[src/rtl/pipeline_pkg.sv]
// Shared widths, WB control bit positions and the MEM/WB bundle layout
// for the 5-stage pipeline registers.
package pipeline_pkg;

  localparam int DATA_W = 32;
  localparam int REG_W  = 5;
  localparam int WB_W   = 2;

  localparam int WB_REGWRITE = 1;
  localparam int WB_MEMTOREG = 0;

  localparam int MEM_WB_W = WB_W + 2 * DATA_W + REG_W;

  typedef struct packed {
    logic [WB_W-1:0]   wb;
    logic [DATA_W-1:0] read_data;
    logic [DATA_W-1:0] alu_result;
    logic [REG_W-1:0]  write_reg;
  } mem_wb_t;

  function automatic logic wb_regwrite(
    input logic [WB_W-1:0] wb
  );
    return wb[WB_REGWRITE];
  endfunction

  function automatic logic wb_memtoreg(
    input logic [WB_W-1:0] wb
  );
    return wb[WB_MEMTOREG];
  endfunction

endpackage

[src/rtl/pipe_reg.sv]
// Generic pipeline register: synchronous reset, flush to zero (bubble)
// and stall (hold). Priority is reset > flush > stall > load.
module pipe_reg #(
  parameter int WIDTH = 8
) (
  input  logic             clk,
  input  logic             reset,
  input  logic             stall,
  input  logic             flush,
  input  logic [WIDTH-1:0] d,
  output logic [WIDTH-1:0] q
);

  // Zero on reset or flush, otherwise load unless stalled.
  always_ff @(posedge clk) begin
    if (reset) begin
      q <= '0;
    end else if (flush) begin
      q <= '0;
    end else if (!stall) begin
      q <= d;
    end
  end

endmodule

[src/rtl/mem_wb.sv]
// MEM/WB pipeline register: packs the WB controls, load data, ALU result
// and destination register into one flop bank and unpacks it for WB.
module mem_wb #(
  parameter int DATA_W = pipeline_pkg::DATA_W,
  parameter int REG_W  = pipeline_pkg::REG_W,
  parameter int WB_W   = pipeline_pkg::WB_W
) (
  input  logic              Clk,
  input  logic              Reset,
  input  logic              Stall,
  input  logic              Flush,
  input  logic [WB_W-1:0]   WB,
  input  logic [DATA_W-1:0] ReadData,
  input  logic [DATA_W-1:0] AluResult,
  input  logic [REG_W-1:0]  WriteReg,
  output logic [WB_W-1:0]   WB_OUT,
  output logic [DATA_W-1:0] ReadData_OUT,
  output logic [DATA_W-1:0] AluResult_OUT,
  output logic [REG_W-1:0]  WriteReg_OUT
);

  localparam int BUS_W = WB_W + 2 * DATA_W + REG_W;

  logic [BUS_W-1:0] bus_d;
  logic [BUS_W-1:0] bus_q;

  assign bus_d = {WB, ReadData, AluResult, WriteReg};

  pipe_reg #(
    .WIDTH (BUS_W)
  ) u_reg (
    .clk   (Clk),
    .reset (Reset),
    .stall (Stall),
    .flush (Flush),
    .d     (bus_d),
    .q     (bus_q)
  );

  assign {WB_OUT, ReadData_OUT, AluResult_OUT, WriteReg_OUT} = bus_q;

endmodule

[config.mk]
export PLATFORM = sky130hd
export DESIGN_NAME = mem_wb
export DESIGN_NICKNAME = d
export VERILOG_FILES = /design/src/rtl/pipeline_pkg.sv /design/src/rtl/pipe_reg.sv /design/src/rtl/mem_wb.sv
export SDC_FILE = /design/constraint.sdc
export NUM_CORES = 1
export LEC_CHECK = 0
export ABC_CLOCK_PERIOD_IN_PS = 1230
export CAP_MARGIN = 10
export CORE_ASPECT_RATIO = 0.8
export CORE_MARGIN = 2
export CORE_UTILIZATION = 37
export CTS_BUF_LIST = sky130_fd_sc_hd__clkbuf_8
export DETAILED_ROUTE_END_ITERATION = 6
export PLACE_DENSITY = 0.78
export SLEW_MARGIN = 5
export SYNTH_ARGS = -nofsm -noshare
export SYNTH_HDL_FRONTEND = slang
export SYNTH_SLANG_ARGS = --single-unit
[constraint.sdc]
create_clock -name Clk -period 1.23 [get_ports Clk]
set_clock_uncertainty 0.05 [all_clocks]
set_input_delay 0.1845 -clock Clk [delete_from_list [all_inputs] [get_ports Clk]]
set_output_delay 0.1845 -clock Clk [all_outputs]
set_load 0.01 [all_outputs]
After elaboration in Yosys (flattened, before gate mapping)
Index checks and enable logic that the tools add are counted.
{"block": "totals", "regBits": 71, "input_bits": 75}
{"block": "op_classes", "n_reduce_logical": 1}
{"op": "$reduce_or A2 Y1", "count": 1}

Depth between registers and ports, before layout
Gate-level depths: netlist of the first run.
{"block": "depth", "word_depth": 1, "depth_mapped": 4, "mapped_depth_nobuf": 2}

Worst setup path after synthesis of the first run
OpenSTA, ideal clock, no wires.
{"block": "synth_path", "path_type": "input port to flip-flop", "start": "input Stall", "end": "register u_reg.q[0]", "t_required_ns": 1.066, "n_path_buf": 2, "path_slack_ns": 0.340, "arrival_ns": 0.726, "cell_stages": 4, "setup_time_ns": 0.114, "path_cell_list": "buf_4 > buf_6 > mux2i_1 > nor2_1"}
{"element": "start: declaration", "line": "mem_wb.sv:10", "source": "input logic Stall,"}
{"element": "end signal: assignment", "line": "pipe_reg.sv:17", "source": "q <= '0;"}
{"element": "end signal: assignment", "line": "pipe_reg.sv:19", "source": "q <= '0;"}
{"element": "end signal: assignment", "line": "pipe_reg.sv:21", "source": "q <= d;"}
{"element": "end: declaration", "line": "pipe_reg.sv:11", "source": "output logic [WIDTH-1:0] q"}

Final worst setup path of the first run
{"block": "layout_path", "start": "register u_reg.q[2]", "end": "output WriteReg_OUT[2]"}
{"element": "end: declaration", "line": "mem_wb.sv:19", "source": "output logic [REG_W-1:0] WriteReg_OUT"}
No word-level cell between the ends.

==> results.json, run 1 <==
{
  "synth_top_family_by_area": "multiplexers",
  "worstMarginPinSlew_ns": 0.284,
  "cp_data_required_time_ns": 1.00,
  "dr_total_vias": 2093,
  "syn_inst": 230,
  "ctsResizeCount": 72,
  "slew_headroom_pct": 81.1,
  "floorplan.initialDensity_pct": 37.8,
  "yosys_warnings": 0,
  "cp_num_buf_inv": 1,
  "overflow": 0,
  "grt.total_usage_pct": 16.3,
  "diodes": 0,
  "synthXorXnorAreaFrac_pct": 0,
  "wl_um": 6150,
  "fin_crit_sh_pct": 95.5,
  "fin_nets": 449,
  "holdCritPathClass": "in -> reg",
  "p_per_area_nw_per_um2": 1260,
  "path_clk_slew_ns": 0.08,
  "total_power_mw": 5.31,
  "synth-simple-area-share_pct": 10.6,
  "vias_per_cell": 4.49,
  "dp_slack_ns": -0.152,
  "critPathSlowestCell": "dfxtp_1",
  "num_rows": 27,
  "wl_per_cell_um": 13.2,
  "numCtsBuffers": 9,
  "synth_seq_cells": 71,
  "port_buffers": 145,
  "grt_pass1_vias": 2173,
  "die_h_um": 78.7,
  "post-route-cell-area_um2": 4220,
  "cp_slowest_stage_delay_ns": 0.33,
  "syn2layout_area_growth_pct": 63.6,
  "antenna_found_initial": 0,
  "top_register": "u_reg.q",
  "clockBufferDepth": 2,
  "synth-compound-area-share_pct": 0,
  "largest_reg_flops": 71,
  "synth.cell_area_um2": 2580,
  "cp_top_family": "flip-flops",
  "drcViolationCount": 0,
  "die_w_um": 97.4,
  "path_class": "reg -> out",
  "start_kind": "flop",
  "drv_slew": 0,
  "cp_cell_sequence": "dlygate4sd2_1",
  "hpwl_um": 4400,
  "fill_cells": 587,
  "synth_cell_type_count": 6,
  "max_freq_mhz": 851,
  "reg_top3": "u_reg.q (71)",
  "clock_latency_ns": 0.33,
  "syn_area_per_cell_um2": 11.2,
  "power.leakage_nw": 1.98,
  "core_area_um2": 6820,
  "cp-end-kind": "output port",
  "ant_nets": 0,
  "setup_violations": 0,
  "hold_viol": 0,
  "clock-sinks": 71,
  "final_util_pct": 61.9,
  "cts_tree": "yes",
  "gp_congestion": 0.700,
  "crit_fanout": 2,
  "fin_crit_ns": 1.17,
  "dr.pass1.iters": 4,
  "ctsHoldBuffers": 0,
  "yosysSeqAreaShare_pct": 55.1,
  "setup_slack_ns": 0.0554,
  "post-cts-setup-buffer-count": 0,
  "grt_pass1_wl_um": 10100,
  "setup_tns_ns": 0,
  "placedInstanceArea_um2": 4040,
  "synthAdderAreaFrac_pct": 0,
  "syn_nets": 305,
  "grt_max_degree": 43,
  "ios": 146,
  "htree_levels": 3,
  "grt_setup_unrepaired": "false",
  "max_cap_viol_count": 0,
  "arrival_ns": 0.94,
  "status": "finished, final reports clean",
  "dieArea_um2": 7660,
  "drive_gt1_share_pct": 6.86,
  "synth_mux_area_share_pct": 27.5,
  "cts_root_buf": "clkbuf_8",
  "max-vdd-ir-drop_v": 0.000785,
  "initialDrtViolationCount": 49
}
[final timing paths]
check | start | end | slack [ns] | cells past startpoint
worst max-delay path | u_reg.q[2]$_SDFFE_PP0N_ | WriteReg_OUT[2] | 0.06 | 1
worst min-delay path | Stall | u_reg.q[2]$_SDFFE_PP0N_ | 0.36 | 4
worst max register to register | u_reg.q[15]$_SDFFE_PP0N_ | u_reg.q[15]$_SDFFE_PP0N_ | 0.55 | 2
worst min register to register | u_reg.q[2]$_SDFFE_PP0N_ | u_reg.q[2]$_SDFFE_PP0N_ | 0.44 | 2
[Yosys cell counts]
cell      n  share of area [%]
or2_1     1               0.24
mux2i_1  71                 28
buf_6    15                6.5
dfxtp_1  71                 55
buf_4     1               0.29
nor2_1   71                 10
[power by group]
part | switching, mW | internal [mW] | total (mW)
Clock | 0.840 | 1.40 | 2.24
Sequential | 0.0369 | 2.37 | 2.41
Combinational | 0.250 | 0.418 | 0.668
Total | 1.13 | 4.19 | 5.31
[per-layer routing]
| metal | global-route usage (%) | vias to the layer above | share of wire, % |
|---|---|---|---|
| met1 | 18.1 | 948 | 41 |
| li1 | - | 1047 | - |
| met2 | 26.4 | 92 | 46 |
| met5 | 0 | - | 0 |
| met4 | 5.56 | 0 | 1.0 |
| met3 | 9.33 | 6 | 12 |
[layout make-up]
class / count / area [um^2] / area share (%)
repair buffers: 149 / 1470 / 34.7
flip-flops and latches: 71 / 1420 / 33.6
multi-input cells: 143 / 983 / 23.3
clock buffers: 10 / 138 / 3.26
well taps: 87 / 109 / 2.58
clock inverters: 6 / 108 / 2.55
[through the flow]
step                cells  hold slack [ns]
finish                466            0.357
global route          466            0.348
CTS                   466            0.341
detailed placement    450            0.436
global placement      450            0.422
floorplan             230            0.278
[placed cells by master (no fill, tap or decap), drive strengths merged]
cell type and n:
buf 5, dfxtp 71, clkinv 2, clkinvlp 1, clkbuf 14, mux2i 71, dlygate4sd2 35, clkdlybuf4s15 32
bufinv 3, clkdlybuf4s50 73, nor2 71, or2 1
[cell families after synthesis]
kind of cell,Yosys count
muxes,71
buffers and inverters,16
and+or+nand+nor,72
DFF,71
No activity file was read; power rests on OpenSTA's default activity.
==> run 2, diff against run 1 <==
MAX_ROUTING_LAYER = met4   (was not set)
==> run 2 against run 1 <==
Effect of this change:
- clock-buffer cell count unchanged
- register-to-register slack about the same
- clock power is essentially flat
- global-route usage grew 0.46 points
- non-clock buffer count stayed put
- highest routed layer unchanged
==> results.json, run 2 (same netlist as run 1, synthesis figures left out) <==
{
  "setup_tns_ns": 0,
  "dr.pass1.iters": 4,
  "fin_nets": 449,
  "diodes": 0,
  "hp-start": "Stall",
  "drcViolationCount": 0,
  "placedInstanceArea_um2": 4040,
  "ctsHoldBuffers": 0,
  "hold_slack_ns": 0.358,
  "max_freq_mhz": 851,
  "mostFrequentLayoutCells": "clkdlybuf4s50_1 (73), mux2i_1 (71), nor2_1 (71), dfxtp_1 (71), dlygate4sd2_1 (35)",
  "cts_tree": "yes",
  "post-cts-setup-buffer-count": 0,
  "p_per_area_nw_per_um2": 1260,
  "status": "finished, final reports clean",
  "floorplan.initialDensity_pct": 37.8,
  "cp_cell_sequence": "dlygate4sd2_1",
  "reg_top3": "u_reg.q (71)",
  "path_class": "reg -> out",
  "cts_root_buf": "clkbuf_8",
  "dp_cells": 450,
  "final_cells": 466,
  "clock-sinks": 71,
  "core_area_um2": 6820,
  "vias_per_cell": 4.52,
  "start_kind": "flop",
  "final_util_pct": 61.9,
  "antenna_found_initial": 0,
  "largest_reg_flops": 71,
  "total_power_mw": 5.32,
  "drv_slew": 0,
  "gp_congestion": 0.708,
  "cp-end-kind": "output port",
  "setup_violations": 0,
  "htree_levels": 3,
  "hold_viol": 0,
  "drive_gt1_share_pct": 6.86,
  "dr_total_vias": 2104,
  "cp_num_buf_inv": 1,
  "hold_depth": 4,
  "wl_per_cell_um": 13.2,
  "worstMarginPinSlew_ns": 0.284,
  "rrSetupSlack_ns": 0.55,
  "fin_crit_sh_pct": 95.6,
  "port_buffers": 145,
  "grt.total_usage_pct": 16.7,
  "final_common_cell": "clkdlybuf4s50_1",
  "num_rows": 27,
  "ant_nets": 0,
  "syn2layout_area_growth_pct": 63.6,
  "slew_headroom_pct": 81.1,
  "grt_max_degree": 43,
  "dieArea_um2": 7660,
  "die_h_um": 78.7,
  "critPathSlowestCell": "dfxtp_1",
  "min_to": "u_reg.q[2]$_SDFFE_PP0N_",
  "power.leakage_nw": 1.98,
  "clockBufferDepth": 2,
  "grt_pass1_wl_um": 10100,
  "wl_um": 6170,
  "die_w_um": 97.4,
  "cp_slowest_stage_delay_ns": 0.33,
  "crit_fanout": 2,
  "reg2reg_depth": 2,
  "max_cap_viol_count": 0,
  "cp_data_required_time_ns": 1.00,
  "dp_slack_ns": -0.152,
  "clock_latency_ns": 0.33,
  "max-vdd-ir-drop_v": 0.000783,
  "top_register": "u_reg.q",
  "overflow": 0,
  "numCtsBuffers": 9,
  "holdCritPathClass": "in -> reg",
  "fin_crit_ns": 1.18,
  "cp_top_family": "flip-flops",
  "hpwl_um": 4400,
  "r2r-start": "u_reg.q[15]$_SDFFE_PP0N_",
  "path_clk_slew_ns": 0.08,
  "post-route-cell-area_um2": 4220,
  "ios": 146,
  "initialDrtViolationCount": 59,
  "reg2reg_to": "u_reg.q[15]$_SDFFE_PP0N_",
  "grt_setup_unrepaired": "false",
  "setup_slack_ns": 0.0543,
  "arrival_ns": 0.94,
  "grt_pass1_vias": 2173
}
-- run 2: area by class of cell --
type,instances,area (um^2)
clock inverters,6,108
fillers,587,2600
well taps,87,109
flip-flops and latches,71,1420
multi-input cells,143,983
repair buffers,149,1470
clock buffers,10,138
-- run 2: where the power goes --
group	total, mW	internal, mW	switching (mW)
clock	2.24	1.40	0.841
combinational	0.668	0.418	0.250
sequential	2.41	2.37	0.0369
total	5.32	4.19	1.13
-- run 2: what timing repair did --
action | 4_1_cts | 5_1_grt
hold endpoints to repair | 0 | 0
resized for setup | 72 | 39
pin swaps | 0 | 0
endpoints found under the setup margin | 71 | 36
-- run 2: routing by layer --
metal	track usage [%]	part of all wire [%]	routed length (um)	vias up
met5	-	0	0	-
met4	5.56	1.1	69	0
met3	7.66	9.4	579	6
met2	26.4	47	2880	92
met1	19.2	43	2640	961
li1	-	-	-	1045
-- run 2: worst min-delay path, stage by stage --
cell	delay, ns
buf_4	0.11
buf_12	0.23
mux2i_1	0.10
nor2_1	0.07
-- run 2: worst max-delay path by stage --
stage                              from                        to  slack, ns  cells after the start
6_report        u_reg.q[2]$_SDFFE_PP0N_           WriteReg_OUT[2]       0.05                      1
5_1_grt        u_reg.q[43]$_SDFFE_PP0N_           ReadData_OUT[6]      0.001                      1
4_1_cts        u_reg.q[33]$_SDFFE_PP0N_         AluResult_OUT[28]      0.003                      1
3_5_place_dp                      Flush  u_reg.q[32]$_SDFFE_PP0N_      -0.15                      4
3_3_place_gp                      Flush  u_reg.q[12]$_SDFFE_PP0N_      -0.13                      4
2_1_floorplan                     Stall   u_reg.q[0]$_SDFFE_PP0N_       0.34                      4
==> run 3, diff against run 2 <==
ABC_AREA = 1   (was not set)
CTS_CLUSTER_DIAMETER = 100   (was not set)
PLACE_DENSITY = 0.75   (was 0.78)
==> run 3 against run 2 <==
Effect of this change:
- synthesized cell count is 96% higher
- cell count increased by 50%
- sequential share of layout area is 2.3 points lower
- critical path depth unchanged
- via count rose by 36%
- worst hold slack lost 0.18 ns
- routed wire length is 13% higher
- global-route usage is 0.25 points higher
- critical path type unchanged
- largest cell class unchanged
- highest routed layer unchanged
==> results.json, run 3 <==
{
  "status": "finished, final reports clean",
  "drive_gt1_share_pct": 3.88,
  "diodes": 0,
  "synth-compound-area-share_pct": 0,
  "yosys_warnings": 0,
  "cp_top_family": "flip-flops",
  "die_w_um": 104,
  "core_area_um2": 7800,
  "grt_pass1_vias": 2755,
  "final_util_pct": 58.1,
  "hold_slack_ns": 0.181,
  "arrival_ns": 0.95,
  "dieArea_um2": 8680,
  "synth_top_area_share_pct": 48.4,
  "dp_cells": 685,
  "setup_tns_ns": 0,
  "antenna_found_initial": 0,
  "path_clk_slew_ns": 0.07,
  "path_class": "reg -> out",
  "grt.total_usage_pct": 17.0,
  "hold_viol": 0,
  "cp_num_buf_inv": 1,
  "reg_top3": "u_reg.q (71)",
  "dr.pass1.iters": 4,
  "initialDrtViolationCount": 58,
  "synth_area_leaders": "dfxtp_1 (48%), nand2_1 (18%), nor2_1 (18%)",
  "synth_top_area_cell": "dfxtp_1",
  "synth-async-reset-ratio_pct": 0,
  "final_cells": 701,
  "max-vdd-ir-drop_v": 0.000792,
  "drv_slew": 0,
  "power.leakage_nw": 2.28,
  "total_power_mw": 4.88,
  "cp_cell_sequence": "dlygate4sd2_1",
  "cp_data_required_time_ns": 1.00,
  "numCtsBuffers": 9,
  "synth_seq_cells": 71,
  "syn_inst": 450,
  "syn_nets": 525,
  "clock_latency_ns": 0.33,
  "synthTopCellsByCount": "nand2_1 (142), nor2_1 (142), dfxtp_1 (71), inv_1 (71), buf_2 (13)",
  "wl_per_cell_um": 9.93,
  "largest_reg_flops": 71,
  "cts_tree": "yes",
  "die_h_um": 83.7,
  "synth_cell_type_count": 8,
  "clock-sinks": 71,
  "mostFrequentLayoutCells": "nor2_1 (142), nand2_1 (142), clkdlybuf4s50_1 (73)",
  "hpwl_um": 4960,
  "top_register": "u_reg.q",
  "floorplan.initialDensity_pct": 37.7,
  "dr_total_vias": 2870,
  "ant_nets": 0,
  "fin_nets": 663,
  "slew_headroom_pct": 84.5,
  "num_rows": 29,
  "wl_um": 6960,
  "clockBufferDepth": 2,
  "overflow": 0,
  "synth_edf_count": 0,
  "syn_area_per_cell_um2": 6.53,
  "drcViolationCount": 0,
  "syn2layout_area_growth_pct": 54.1,
  "synth.cell_area_um2": 2940,
  "max_freq_mhz": 841,
  "regArea_um2": 1420,
  "synth_top_family_by_area": "simple AND/OR/NAND/NOR gates",
  "htree_levels": 3,
  "cp_slowest_stage_delay_ns": 0.35,
  "max_cap_viol_count": 0,
  "yosys_most_used_dff": "dfxtp_1",
  "fill_cells": 756,
  "worstMarginPinSlew_ns": 0.232,
  "cp-end-kind": "output port",
  "fin_crit_sh_pct": 96.7,
  "p_per_area_nw_per_um2": 1080,
  "fin_crit_ns": 1.19,
  "holdCritPathClass": "in -> reg",
  "synth_mux_area_share_pct": 0,
  "crit_fanout": 2,
  "gp_congestion": 0.722,
  "cts_root_buf": "clkbuf_8",
  "yosysSeqAreaShare_pct": 48.4,
  "synthXorXnorAreaFrac_pct": 0,
  "ctsHoldBuffers": 0,
  "vias_per_cell": 4.09,
  "grt_setup_unrepaired": "false",
  "ios": 146,
  "port_buffers": 145,
  "setup_violations": 0,
  "grt_max_degree": 59,
  "critPathSlowestCell": "dfxtp_1",
  "multiInputGateArea_um2": 1080,
  "synthAdderAreaFrac_pct": 0,
  "grt_pass1_wl_um": 11700,
  "start_kind": "flop",
  "synth-simple-area-share_pct": 36.7
}
==> run 3: changes by cell type after synthesis, sizes merged <==
| cell | delta |
|---|---|
| inv | +71 |
| or2 | -1 |
| nand2 | +142 |
| mux2i | -71 |
| buf | +7 |
| nor2 | +72 |
==> run 3: worst paths after layout <==
check	start	slack, ns	cells after the start	endpoint
min reg2reg	u_reg.q[19]$_SDFFE_PP0N_	0.45	4	u_reg.q[19]$_SDFFE_PP0N_
min	Stall	0.18	3	u_reg.q[68]$_SDFFE_PP0N_
max	u_reg.q[29]$_SDFFE_PP0N_	0.04	1	AluResult_OUT[24]
max reg2reg	u_reg.q[69]$_SDFFE_PP0N_	0.52	4	u_reg.q[69]$_SDFFE_PP0N_
==> run 3: layout make-up <==
| cell class | instances | share of cell area (%) |
|---|---|---|
| Clock buffer | 11 | 3.34 |
| Clock inverter | 5 | 0.525 |
| Inverter | 71 | 5.88 |
| Multi-Input combinational cell | 285 | 23.8 |
| Sequential cell | 71 | 31.4 |
| Tap cell | 108 | 2.98 |
| Timing Repair Buffer | 150 | 32.1 |
==> run 3: kinds of logic (layout without fill, tap and decap cells) <==
kind of cell	after synthesis	count (layout)
flip-flops	71	71
buffers and inverters	94	237
AND/OR/NAND/NOR	285	285
==> run 3: worst register-to-register path, delay by kind of cell, from the launching register on <==
family                 cells  cell delay [ns]
AND/OR/NAND/NOR            3             0.19
buffers and inverters      1             0.05
flip-flops                 1             0.36
==> run 3: layer usage <==
metal / vias to the layer above / share of wire (%) / global-route usage [%]
met5: - / 0 / -
met4: 0 / 1.6 / 6.39
met3: 10 / 6.3 / 5.31
met2: 84 / 46 / 28.9
met1: 1237 / 46 / 18.9
li1: 1539 / - / -
==> run 3: power breakdown <==
group | internal, mW | leakage, nW | switching (mW) | total [mW]
clock network | 0.821 | 0.100 | 0.820 | 1.64
logic | 0.432 | 1.60 | 0.358 | 0.789
registers | 2.40 | 0.582 | 0.0483 | 2.45
total | 3.65 | 2.28 | 1.23 | 4.88
==> run 3: timing repair <==
action	4_1_cts	5_1_grt
endpoints found under the setup margin	71	19
hold endpoints to repair	0	0
resized for setup	71	20
setup buffers	0	0
pin swaps	0	0
==> run 3: metrics by stage <==
| step | setup WS (ns) | instance area [um^2] |
|---|---|---|
| finish | 0.0407 | 4530 |
| global route | 0.0000653 | 4530 |
| CTS | 0.00802 | 4510 |
| detailed placement | -0.127 | 4420 |
| global placement | -0.0993 | 4420 |
| floorplan | 0.356 | 2940 |
